===== src/rtl/block_requester.sv =====
// Initiator for the block enable/ack handshake: one request at a time, setup cycle,
// four-phase enable/ack with a per-phase timeout, one registered response per request.
module block_requester #(
   parameter int NUM_BLOCKS = 4,
   parameter int ADDR_W     = 2,
   parameter int DATA_W     = 16,
   parameter int TIMEOUT    = 15
) (
   input  logic                         clk,
   input  logic                         rst,
   input  logic                         req_valid,
   output logic                         req_ready,
   input  logic                         req_write,
   input  logic                         req_clear,
   input  logic [ADDR_W-1:0]            req_addr,
   input  logic [DATA_W-1:0]            req_wdata,
   output logic                         resp_valid,
   output logic [DATA_W-1:0]            resp_rdata,
   output logic                         resp_err,
   output logic [NUM_BLOCKS-1:0]        blk_enable,
   output logic                         blk_write,
   output logic                         blk_rst,
   output logic [DATA_W-1:0]            blk_data_in,
   input  logic [NUM_BLOCKS*DATA_W-1:0] blk_data_out,
   input  logic [NUM_BLOCKS-1:0]        blk_ack
);

   localparam int               CNT_W   = $clog2(TIMEOUT + 1);
   localparam logic [CNT_W-1:0] CNT_MAX = CNT_W'(TIMEOUT);

   typedef enum logic [2:0] {
      IDLE,
      SETUP,
      ACK_WAIT,
      RELEASE,
      RESP
   } state_t;

   state_t              state, state_nxt;
   logic [ADDR_W-1:0]   addr_q, addr_nxt;
   logic [DATA_W-1:0]   wdata_q, wdata_nxt;
   logic [CNT_W-1:0]    cnt, cnt_nxt, cnt_inc;
   logic                timed_out;
   logic [NUM_BLOCKS-1:0] enable_nxt;
   logic                write_nxt, clear_nxt;
   logic [DATA_W-1:0]   data_in_nxt;
   logic                resp_valid_nxt, resp_err_nxt;
   logic [DATA_W-1:0]   resp_rdata_nxt;
   logic                addr_legal;
   logic                sel_ack;
   logic [DATA_W-1:0]   sel_data;
   logic [NUM_BLOCKS-1:0] sel_onehot;

   assign req_ready  = (state == IDLE);
   assign addr_legal = (int'(req_addr) < NUM_BLOCKS);

   // Only the latched target block's ack and data are ever looked at.
   always_comb begin
      sel_ack    = 1'b0;
      sel_data   = '0;
      sel_onehot = '0;
      for (int i = 0; i < NUM_BLOCKS; i++) begin
         if (addr_q == ADDR_W'(i)) begin
            sel_ack       = blk_ack[i];
            sel_data      = blk_data_out[i*DATA_W +: DATA_W];
            sel_onehot[i] = 1'b1;
         end
      end
   end

   // Saturating phase counter: it can never wrap back below TIMEOUT.
   assign cnt_inc   = (cnt == CNT_MAX) ? cnt : cnt + CNT_W'(1);
   assign timed_out = (cnt_inc == CNT_MAX);

   // NOTE: every signal assigned here gets a default first, so no path leaves one unassigned (no latches).
   always_comb begin
      state_nxt      = state;
      addr_nxt       = addr_q;
      wdata_nxt      = wdata_q;
      cnt_nxt        = cnt;
      enable_nxt     = '0;
      write_nxt      = blk_write;
      clear_nxt      = blk_rst;
      data_in_nxt    = blk_data_in;
      resp_valid_nxt = 1'b0;
      resp_rdata_nxt = resp_rdata;
      resp_err_nxt   = resp_err;

      case (state)
         IDLE: begin
            if (req_valid) begin
               addr_nxt       = req_addr;
               wdata_nxt      = req_wdata;
               resp_rdata_nxt = '0;
               if (!addr_legal) begin
                  resp_err_nxt   = 1'b1;
                  resp_valid_nxt = 1'b1;
                  state_nxt      = RESP;
               end else begin
                  resp_err_nxt = 1'b0;
                  write_nxt    = req_write & ~req_clear;
                  clear_nxt    = req_clear;
                  data_in_nxt  = req_wdata;
                  state_nxt    = SETUP;
               end
            end
         end
         SETUP: begin
            cnt_nxt    = '0;
            enable_nxt = sel_onehot;
            state_nxt  = ACK_WAIT;
         end
         ACK_WAIT: begin
            cnt_nxt = cnt_inc;
            if (sel_ack) begin
               resp_rdata_nxt = sel_data;
               cnt_nxt        = '0;
               state_nxt      = RELEASE;
            end else if (timed_out) begin
               resp_err_nxt   = 1'b1;
               resp_rdata_nxt = '0;
               cnt_nxt        = '0;
               state_nxt      = RELEASE;
            end else begin
               enable_nxt = sel_onehot;
            end
         end
         RELEASE: begin
            cnt_nxt = cnt_inc;
            if (!sel_ack || timed_out) begin
               if (sel_ack) resp_err_nxt = 1'b1;
               resp_valid_nxt = 1'b1;
               write_nxt      = 1'b0;
               clear_nxt      = 1'b0;
               data_in_nxt    = '0;
               cnt_nxt        = '0;
               state_nxt      = RESP;
            end
         end
         RESP: begin
            state_nxt = IDLE;
         end
         default: begin
            state_nxt = IDLE;
         end
      endcase
   end

   // NOTE: all state below updates with non-blocking assignments so every register samples pre-edge values.
   always_ff @(posedge clk) begin
      if (rst) begin
         state       <= IDLE;
         addr_q      <= '0;
         wdata_q     <= '0;
         cnt         <= '0;
         blk_enable  <= '0;
         blk_write   <= 1'b0;
         blk_rst     <= 1'b0;
         blk_data_in <= '0;
         resp_valid  <= 1'b0;
         resp_rdata  <= '0;
         resp_err    <= 1'b0;
      end else begin
         state       <= state_nxt;
         addr_q      <= addr_nxt;
         wdata_q     <= wdata_nxt;
         cnt         <= cnt_nxt;
         blk_enable  <= enable_nxt;
         blk_write   <= write_nxt;
         blk_rst     <= clear_nxt;
         blk_data_in <= data_in_nxt;
         resp_valid  <= resp_valid_nxt;
         resp_rdata  <= resp_rdata_nxt;
         resp_err    <= resp_err_nxt;
      end
   end

endmodule


===== config.mk =====
export PLATFORM = sky130hd
export DESIGN_NAME = block_requester
export DESIGN_NICKNAME = d
export VERILOG_FILES = /design/src/rtl/block_requester.sv
export SDC_FILE = /design/constraint.sdc
export NUM_CORES = 1
export LEC_CHECK = 0
export ABC_AREA = 1
export CORE_UTILIZATION = 36
export DETAILED_ROUTE_END_ITERATION = 12
export GPL_TIMING_DRIVEN = 0
export PLACE_DENSITY = 0.83
export SLEW_MARGIN = 10
export SYNTH_ARGS = -nofsm -noshare
export SYNTH_HDL_FRONTEND = slang
export SYNTH_SLANG_ARGS = --single-unit

===== constraint.sdc =====
create_clock -name clk -period 1.7 [get_ports clk]
set_input_delay 0.17 -clock clk [delete_from_list [all_inputs] [get_ports clk]]
set_output_delay 0.17 -clock clk [all_outputs]
set_load 0.02 [all_outputs]

# Word level (Yosys, flattened, before mapping)

Index checks and enable logic that the tools add are counted.
W data, S select, Z words.

Register bits after elaboration: 49
Input bits: 91

Add/subtract/negate cells: 1
Equal/unequal tests: 14
Muxes and demuxes: 44
Bitwise logic cells: 3
Reductions and logical operators: 14

Operator list:

| cell                  | count |
|---|---|
| $mux W16              | 9 |
| $pmux W16 S2          | 2 |
| $mux W4               | 6 |
| $mux W1               | 17 |
| $mux W3               | 4 |
| $pmux W3 S4           | 1 |
| $pmux W4 S3           | 1 |
| $ne A2 B2 Y1 const B  | 5 |
| $reduce_and A3 Y1     | 3 |
| $eq A4 B4 Y1 const B  | 2 |
| $pmux W4 S2           | 1 |
| $eq A3 B2 Y1 const B  | 2 |
| $reduce_and A6 Y1     | 1 |
| $reduce_bool A3 Y1    | 2 |
| $add A4 B1 Y4 const B | 1 |
| $eq A2 B2 Y1 const B  | 2 |
| $pmux W1 S2           | 2 |
| $reduce_bool A2 Y1    | 2 |
| $eq A3 B1 Y1 const B  | 1 |
| $logic_not A3 Y1      | 1 |
| $ne A3 B3 Y1 const B  | 1 |
| $pmux W1 S3           | 1 |
| $eq A2 B1 Y1 const B  | 1 |
| $logic_not A2 Y1      | 1 |
| other kinds (6)       | 7 |

# Logic depth before layout (Yosys ltp)

Word-level depth: 9
Gate-level depth with buffers: 13
Mapped depth without buffers: 13

# Worst setup path after synthesis

No wires, ideal clock.

Path type: register to register
Start: reg cnt[0]
End: reg blk_write
Data arrival time: 1.516 ns
Data required time: 1.560 ns
Setup slack: 0.044 ns
Stages on the path, launching flop included: 12
Period minus slack after synthesis: 1.656 ns
Path through: dfxtp_1 ha_1 nand3_1 nand2_1 nand2_1 nor2_2 nand2_2 nand2_1 nand2_1 buf_4 nand3_1 a21oi_1

Word-level cells in the longest chain between the ends: 6
Elaborated cells on any way between the ends: 7
Those cells by class: add/sub: 1; eq/ne: 3; mux: 1; reduce/logical: 2

Ends and longest elaborated chain:

| item                                                 | RTL line | RTL |
|---|---|---|
| from (decl)                                          | 42       | `logic [CNT_W-1:0] cnt, cnt_nxt, cnt_inc;` |
| from (signal assigned)                               | 167      | `cnt <= cnt_nxt;` |
| $add A4 B1 Y4 / $eq A4 B4 Y1 (equally long branches) | 72       | `assign cnt_inc = (cnt == CNT_MAX) ? cnt : cnt + CNT_W'(1);` |
| $mux W4 (*)                                          | 72       |  |
| $eq A4 B4 Y1 (*)                                     | 73       | `assign timed_out = (cnt_inc == CNT_MAX);` |
| $logic_or A1 B1 Y1 (*)                               | 130      | `if (!sel_ack \|\| timed_out) begin` |
| $ne A2 B2 Y1 (no line) (*)                           | --       |  |
| $reduce_and A3 Y1 (no line) (*)                      | --       |  |
| to (signal assigned)                                 | 169      | `blk_write <= write_nxt;` |
| to (decl)                                            | 21       | `output logic blk_write,` |

Mark *: on every way between the ends. The rest lies on a longest branch, timed or not.
A chain may end at the register's enable or synchronous reset.

# Final worst setup path

Start: reg cnt[0]
End: reg blk_data_in[8]

Word-level cells in the longest chain between the ends: 6
Elaborated cells on any way between the ends: 7
Those cells by class: add/sub: 1; eq/ne: 3; mux: 1; reduce/logical: 2

Ends and longest elaborated chain:

| item                                                 | RTL line | RTL |
|---|---|---|
| $add A4 B1 Y4 / $eq A4 B4 Y1 (equally long branches) | 72       |  |
| $mux W4 (*)                                          | 72       |  |
| $eq A4 B4 Y1 (*)                                     | 73       |  |
| $logic_or A1 B1 Y1 (*)                               | 130      |  |
| $ne A2 B2 Y1 (no line) (*)                           | --       |  |
| $reduce_and A3 Y1 (no line) (*)                      | --       |  |
| to (signal assigned)                                 | 171      | `blk_data_in <= data_in_nxt;` |
| to (decl)                                            | 23       | `output logic [DATA_W-1:0] blk_data_in,` |

Marked as above.

==> metrics <==
status finished, final reports clean; Boundary Pins 132; IO Port Bufs 131; fmax 606 MHz; Seq cells post-synth 49; syn avg cell area 7.18 um2; pin count of the biggest net entering global routing 16; Routed WL per cell 14.0 um; fillers 611; final setup fails 0; Worst Path Required 1880 ps; Distinct cells, synth 32; Sink Count 49; total leakage power 1.65 nW; worst rel slew slack 0.610; Setup Slack @ Placement -226 ps; worst path cell trace ha_4 > nand3_4 > nand2_2 > nand2_2 > nor2_4 > nand2_4 > nand2_4 > nand2_4 > buf_4 > nand3_1 > a21oi_1; most frequent cell after synthesis nand2_1; DRC viols 0; hpwl dp 6320 um; Skew-Pair Late Insertion Delay 310 ps; first-pass GRT wire length 13300 um; Reg-to-Reg Start cnt[0]; CTS Buffer Depth 2; Worst Clk Skew 10.5 ps; CP max FO 6; most used cell, CP nand2_4; area leader, netlist dfxtp_1; Tot GR Track Use 0.226; worst-case reg-to-reg path depth 11; WHS 443 ps; reg2reg end blk_data_in[8]; Vias per Instance 5.11; WHS Path Cells 3; initial antenna violation count 0; share of flip-flops with an asynchronous set or reset 0; Reg2Reg Setup Slack 50 ps; final hold violations 0; Tmin final 1650 ps; RSZ-0062 raised after global routing yes; CP peak stage delay 390 ps; cells after synthesis 359; Mapped Nets 451; Die Area 7500 um2; Clock Tree Root clkbuf_8; Die Ht 86.6 um; Synth Cell Area 2580 um2; Final Cycle Share 0.971; Initial Util 0.375; Cell Rows 30; Syn-to-layout area delta 65.3%; First-pass DRT Iterations 4; Setup WS post-layout 48.7 ps; PD cells 720 nW/um2; Setup crit end kind register; Main synth FF type dfxtp_1; total grt overflow 0; Slew @ Worst Pin 585 ps; drt initial violations 144; htree depth 2; layout cells sized above 1 0.163; crit path kind register to register; Die W 86.6 um; Peak VDD IR 0.380 mV; post-route ant nets 0; top cells by area, synth dfxtp_1 38%, nand3_1 11%, nand2_1 11%; wirelength, routed 8370 um; Core Footprint 6870 um2; vias in the first global route 2929; CTS Hold Bufs 0; register area share after synthesis 0.381; RePlAce Congestion 0.838; clock-pin slew on the worst setup and hold paths 90 ps; crit path launch type register; CTS tree yes; Hold EP blk_data_in[11]; MaxCap Viol Count 0; TritonCTS Buffers 5; WP data arrival 1830 ps; final count of pins violating max slew 0; CP max-delay cell dfxtp_4; diode count 0; Net count, final 594; worst hold start req_wdata[11]; EDFF count, synth 0; Yosys warning total 0; post-synth top area share 0.381; worst min-delay path class primary input to register; Post-synth top cells 74 x nand2_1, 57 x nand3_1, 49 x dfxtp_1; routed via count 3059
==> how the worst max path moves through the flow <==
stage	to	slack [ps]	startpoint
3_3_place_gp	blk_data_in[15]	-110	rst
5_1_grt	resp_rdata[15]	-40	cnt[0]
6_report	blk_data_in[8]	50	cnt[0]
3_5_place_dp	blk_data_in[1]	-230	cnt[0]
4_1_cts	blk_data_in[1]	20	cnt[0]
2_1_floorplan	blk_write	40	cnt[0]
==> cell families (layout without fill, tap and decap cells) <==
logic type | count (synthesis) | count (layout) | share of synthesized area
flops | 49 | 49 | 0.381
fa+ha+maj | 1 | 1 | 0.00486
compound gates | 74 | 74 | 0.171
buf+inv | 52 | 196 | 0.0898
simple gates | 183 | 183 | 0.354
==> worst max-delay path, delay by kind of cell (launching register included) <==
kind | cells | cell delay [ps]
buffers and inverters | 1 | 170
AOI/OAI and AO/OA | 1 | 70
adders and majority gates | 1 | 180
DFF | 1 | 390
and+or+nand+nor | 8 | 720
==> state kept, by name, summed over array words and instances, names as in the netlist, 2 cells and up <==
register     flops
resp_rdata      16
cnt              4
state            3
blk_data_in     16
addr_q           2
blk_enable       4
==> power by group <==
part           internal, mW  switching, mW
Clock                 0.294          0.403
Combinational         0.499          0.589
Sequential             1.22         0.0544
==> area by class of cell <==
class                      instances  area (um2)  area share
sequential                        49         992       0.233
clock buffer                       6        72.6      0.0170
buffer                            19         108      0.0253
multi-input combinational        258        1460       0.343
timing repair buffer             137        1360       0.319
clock inverter                     2        13.8     0.00323
inverter                          32         131      0.0309
tap                               96         120      0.0282
==> cell usage in the layout, fill, tap and decap left out, types with 2 or more instances in the layout <==
cell type	netlist	layout
a21oi_1	28	27
a21oi_2	9	10
buf_2	5	4
buf_4	2	5
buf_6	2	5
clkbuf_1	10	10
clkbuf_8	0	5
clkdlybuf4s50_1	0	130
clkinv_2	0	2
dfxtp_1	49	44
dfxtp_2	0	3
dfxtp_4	0	2
inv_1	22	22
inv_2	7	5
inv_4	1	2
nand2_1	74	68
nand2_2	3	6
nand2_4	2	5
nand3_1	57	55
nand3_2	10	11
nand4_1	9	9
nor2_1	19	14
nor2_2	3	6
nor2_4	1	3
o211ai_1	11	11
o21ai_0	19	19
o22ai_1	6	6
==> metrics by stage <==
step	TNS [ps]	power, mW	std cells	util	area [um2]
floorplan	0	1.87	359	-	2580
global placement	-3640	2.33	586	0.583	4010
detailed placement	-7350	2.35	586	0.583	4010
CTS	0	3.03	594	0.601	4130
global route	-619	3.22	599	0.620	4260
finish	0	3.06	599	0.620	4260
==> timing repair <==
action / in CTS / in global routing
hold endpoints to repair: 0 / 0
setup buffers: 0 / 4
pin swaps: 2 / 9
setup endpoints to repair: 48 / 35
gates cloned: 0 / 2
resized for setup: 11 / 30
==> metal layers <==
metal	track usage	up-vias	routed length, um
met1	0.255	1413	3450
li1	-	1501	-
met5	0	-	0
met2	0.409	133	4200
met3	0.0610	12	598
met4	0.0773	0	121
Note: power is estimated with default switching activity, not from simulation.
==> patch (same settings) <==
`TIMEOUT`: 15 -> 14.
--- a/src/rtl/block_requester.sv
+++ b/src/rtl/block_requester.sv
@@ -6,3 +6,3 @@
    parameter int DATA_W     = 16,
-   parameter int TIMEOUT    = 15
+   parameter int TIMEOUT    = 14
 ) (
Behaviour: same outputs for any inputs over 10 cycles, from zero or initial values and one cycle with rst high; that may be too few to reach the edited logic, so the function may still have changed.
==> patch against the original RTL <==
Die area shrank 0.71%; largest cell class unchanged; sequential cell count is the same; fmax fell by 2.0%; power increased by 18%; wire length up 0.44%; cell area rose by 3.4%; area after synthesis fell by 0.73%; worst setup slack got worse by 0.033 ns.
==> patch: results (changes against the original RTL) <==
multiplexer area fraction after synthesis 0% (unchanged); post-placement cell area 3980 sq um (was 4010 sq um); final weighted congestion in routability-driven placement 0.779 (was 0.838); CTS Buffer Depth 2 (unchanged); compound-cell area share of the yosys netlist 16.1% (was 17.1%); vias in the first global route 2855 (was 2929); depth of the CTS H-tree 2 (unchanged); Worst-path clk slew 0.09 ns (about the same); detailed router's first-iteration violation count 148 (was 144); number of port buffers 130 (was 131); maximum fanout count along the critical path 5 (was 6); worst hold path depth 2 (was 3); sequential cell area fraction in the yosys report 38.4% (was 38.1%); Clock Skew 0.0110 ns (was 0.0105 ns); main area contributors after synthesis sky130_fd_sc_hd__dfxtp_1 38%, sky130_fd_sc_hd__nand3_1 11%, sky130_fd_sc_hd__nand2_1 11%, sky130_fd_sc_hd__a21oi_1 5.3%, sky130_fd_sc_hd__nand3_2 4.3% (was sky130_fd_sc_hd__dfxtp_1 38%, sky130_fd_sc_hd__nand3_1 11%, sky130_fd_sc_hd__nand2_1 11%, sky130_fd_sc_hd__a21oi_1 5.4%, sky130_fd_sc_hd__nand3_2 3.9%); ant diodes 0 (unchanged); adder-cell share of the synthesized area 0.978% (was 0.486%); net switching power figure 1.23 mW (was 1.05 mW); number of standard cells after synthesis 354 (was 359); number of cells traversed by the worst register-to-register path 14 (was 11); CP Data Arrival Time 1.88 ns (was 1.83 ns); XOR/XNOR share of the synthesized area 0% (unchanged); Leak Pwr 1.72 nW (was 1.65 nW); via/cell ratio 5.14 (was 5.11); share of synthesized flip-flops with an asynchronous set or reset 0% (unchanged); Cell variety after synth 28 (was 32); capture point of the worst path blk_write (was blk_data_in[8]); number of antenna violations at the first check in global routing 0 (unchanged); Syn Nets 447 (was 451); leading cell type in the layout, fill and taps excluded sky130_fd_sc_hd__clkdlybuf4s50_1 (unchanged); total track usage 21.6% (was 22.6%); delay of the slowest critical-path stage 0.37 ns (was 0.39 ns); DP Cell Count 580 (was 586); largest net degree at the start of global routing 15 (was 16); remaining max-slew budget at the tightest pin 60.7% (was 61.0%); Top Registers blk_data_in (16), resp_rdata (16) (unchanged); fraction of final layout cells with drive strength greater than 1 18.8% (was 16.3%); Final Instance Area 4400 sq um (was 4260 sq um); top post-synthesis cells by count 76 x sky130_fd_sc_hd__nand2_1, 57 x sky130_fd_sc_hd__nand3_1, 49 x sky130_fd_sc_hd__dfxtp_1 (was 74 x sky130_fd_sc_hd__nand2_1, 57 x sky130_fd_sc_hd__nand3_1, 49 x sky130_fd_sc_hd__dfxtp_1); DR WL/cell 13.9 microns (was 14.0 microns); vias 3114 (was 3059); estimated wirelength of the detail-placed design 6070 microns (was 6320 microns); number of iterations in the first detailed-routing pass 4 (unchanged); register-to-register setup slack 0.02 ns (was 0.05 ns); fin nets 602 (was 594); launch point of the worst path cnt[0] (unchanged); final-layout fill cell count 606 (was 611); outcome completed (unchanged); number of warning messages in the yosys log 0 (unchanged); maximum vdd ir drop 0.000583 V (was 0.000380 V); first-pass GRT wire length 12800 microns (was 13300 microns)
patch: repair_timing:
item                       4_1_cts  5_1_grt
resized for setup               16       38
gates cloned                     1        0
setup buffers                    4       13
pin swaps                        1       11
setup endpoints to repair       46       49
patch: kinds of logic (layout without fill, tap and decap cells):
logic type	Yosys count	count (layout)
flops	49	49
fa+ha+maj	2	2
buf+inv	45	201
compound gates	69	69
simple gates	189	189
patch: stage by stage:
step	setup slack [ns]	hold slack, ns
after global placement	-0.182	0.456
after CTS	-0.0567	0.318
after global routing	-0.0668	0.343
final	0.0154	0.335
after detailed placement	-0.234	0.460
after floorplan	0.0397	0.334
patch: how the worst min path moves through the flow:
stage                        from               to  slack [ns]
floorplan            req_wdata[0]   blk_data_in[0]        0.33
global placement         resp_err         resp_err        0.46
detailed placement  resp_rdata[4]    resp_rdata[4]        0.46
CTS                           rst  blk_data_in[13]        0.32
global route                  rst  blk_data_in[13]        0.34
finish                        rst  blk_data_in[10]        0.33
patch: cell type report:
cell class                      count  area share [%]
Multi-Input combinational cell    260            34.0
Timing Repair Buffer              148            32.7
Sequential cell                    49            22.5
Buffer                             19            2.96
Tap cell                           96            2.73
Inverter                           26            2.47
Clock buffer                        7            1.96
Clock inverter                      1           0.682
patch: power by group through the flow:
stage / combinational [mW] / sequential (mW) / clock [mW]
after detailed placement: 1.29 / 1.34 / 0
final: 1.44 / 1.32 / 0.862
after floorplan: 0.635 / 1.44 / 0
after global placement: 1.26 / 1.34 / 0
after CTS: 1.32 / 1.31 / 0.866
after global routing: 1.56 / 1.33 / 0.919
patch: worst max-delay path, delay by kind of cell, from the launching register on:
kind,cells,cell delay [ns]
fa+ha+maj,1,0.15
buf+inv,2,0.20
flops,1,0.37
simple gates,11,0.85
patch: per-layer routing:
layer / track usage (%) / routed length, microns
met1: 26.0 / 3470
met2: 38.3 / 4220
met3: 6.10 / 659
met4: 4.39 / 54
met5: 0 / 0
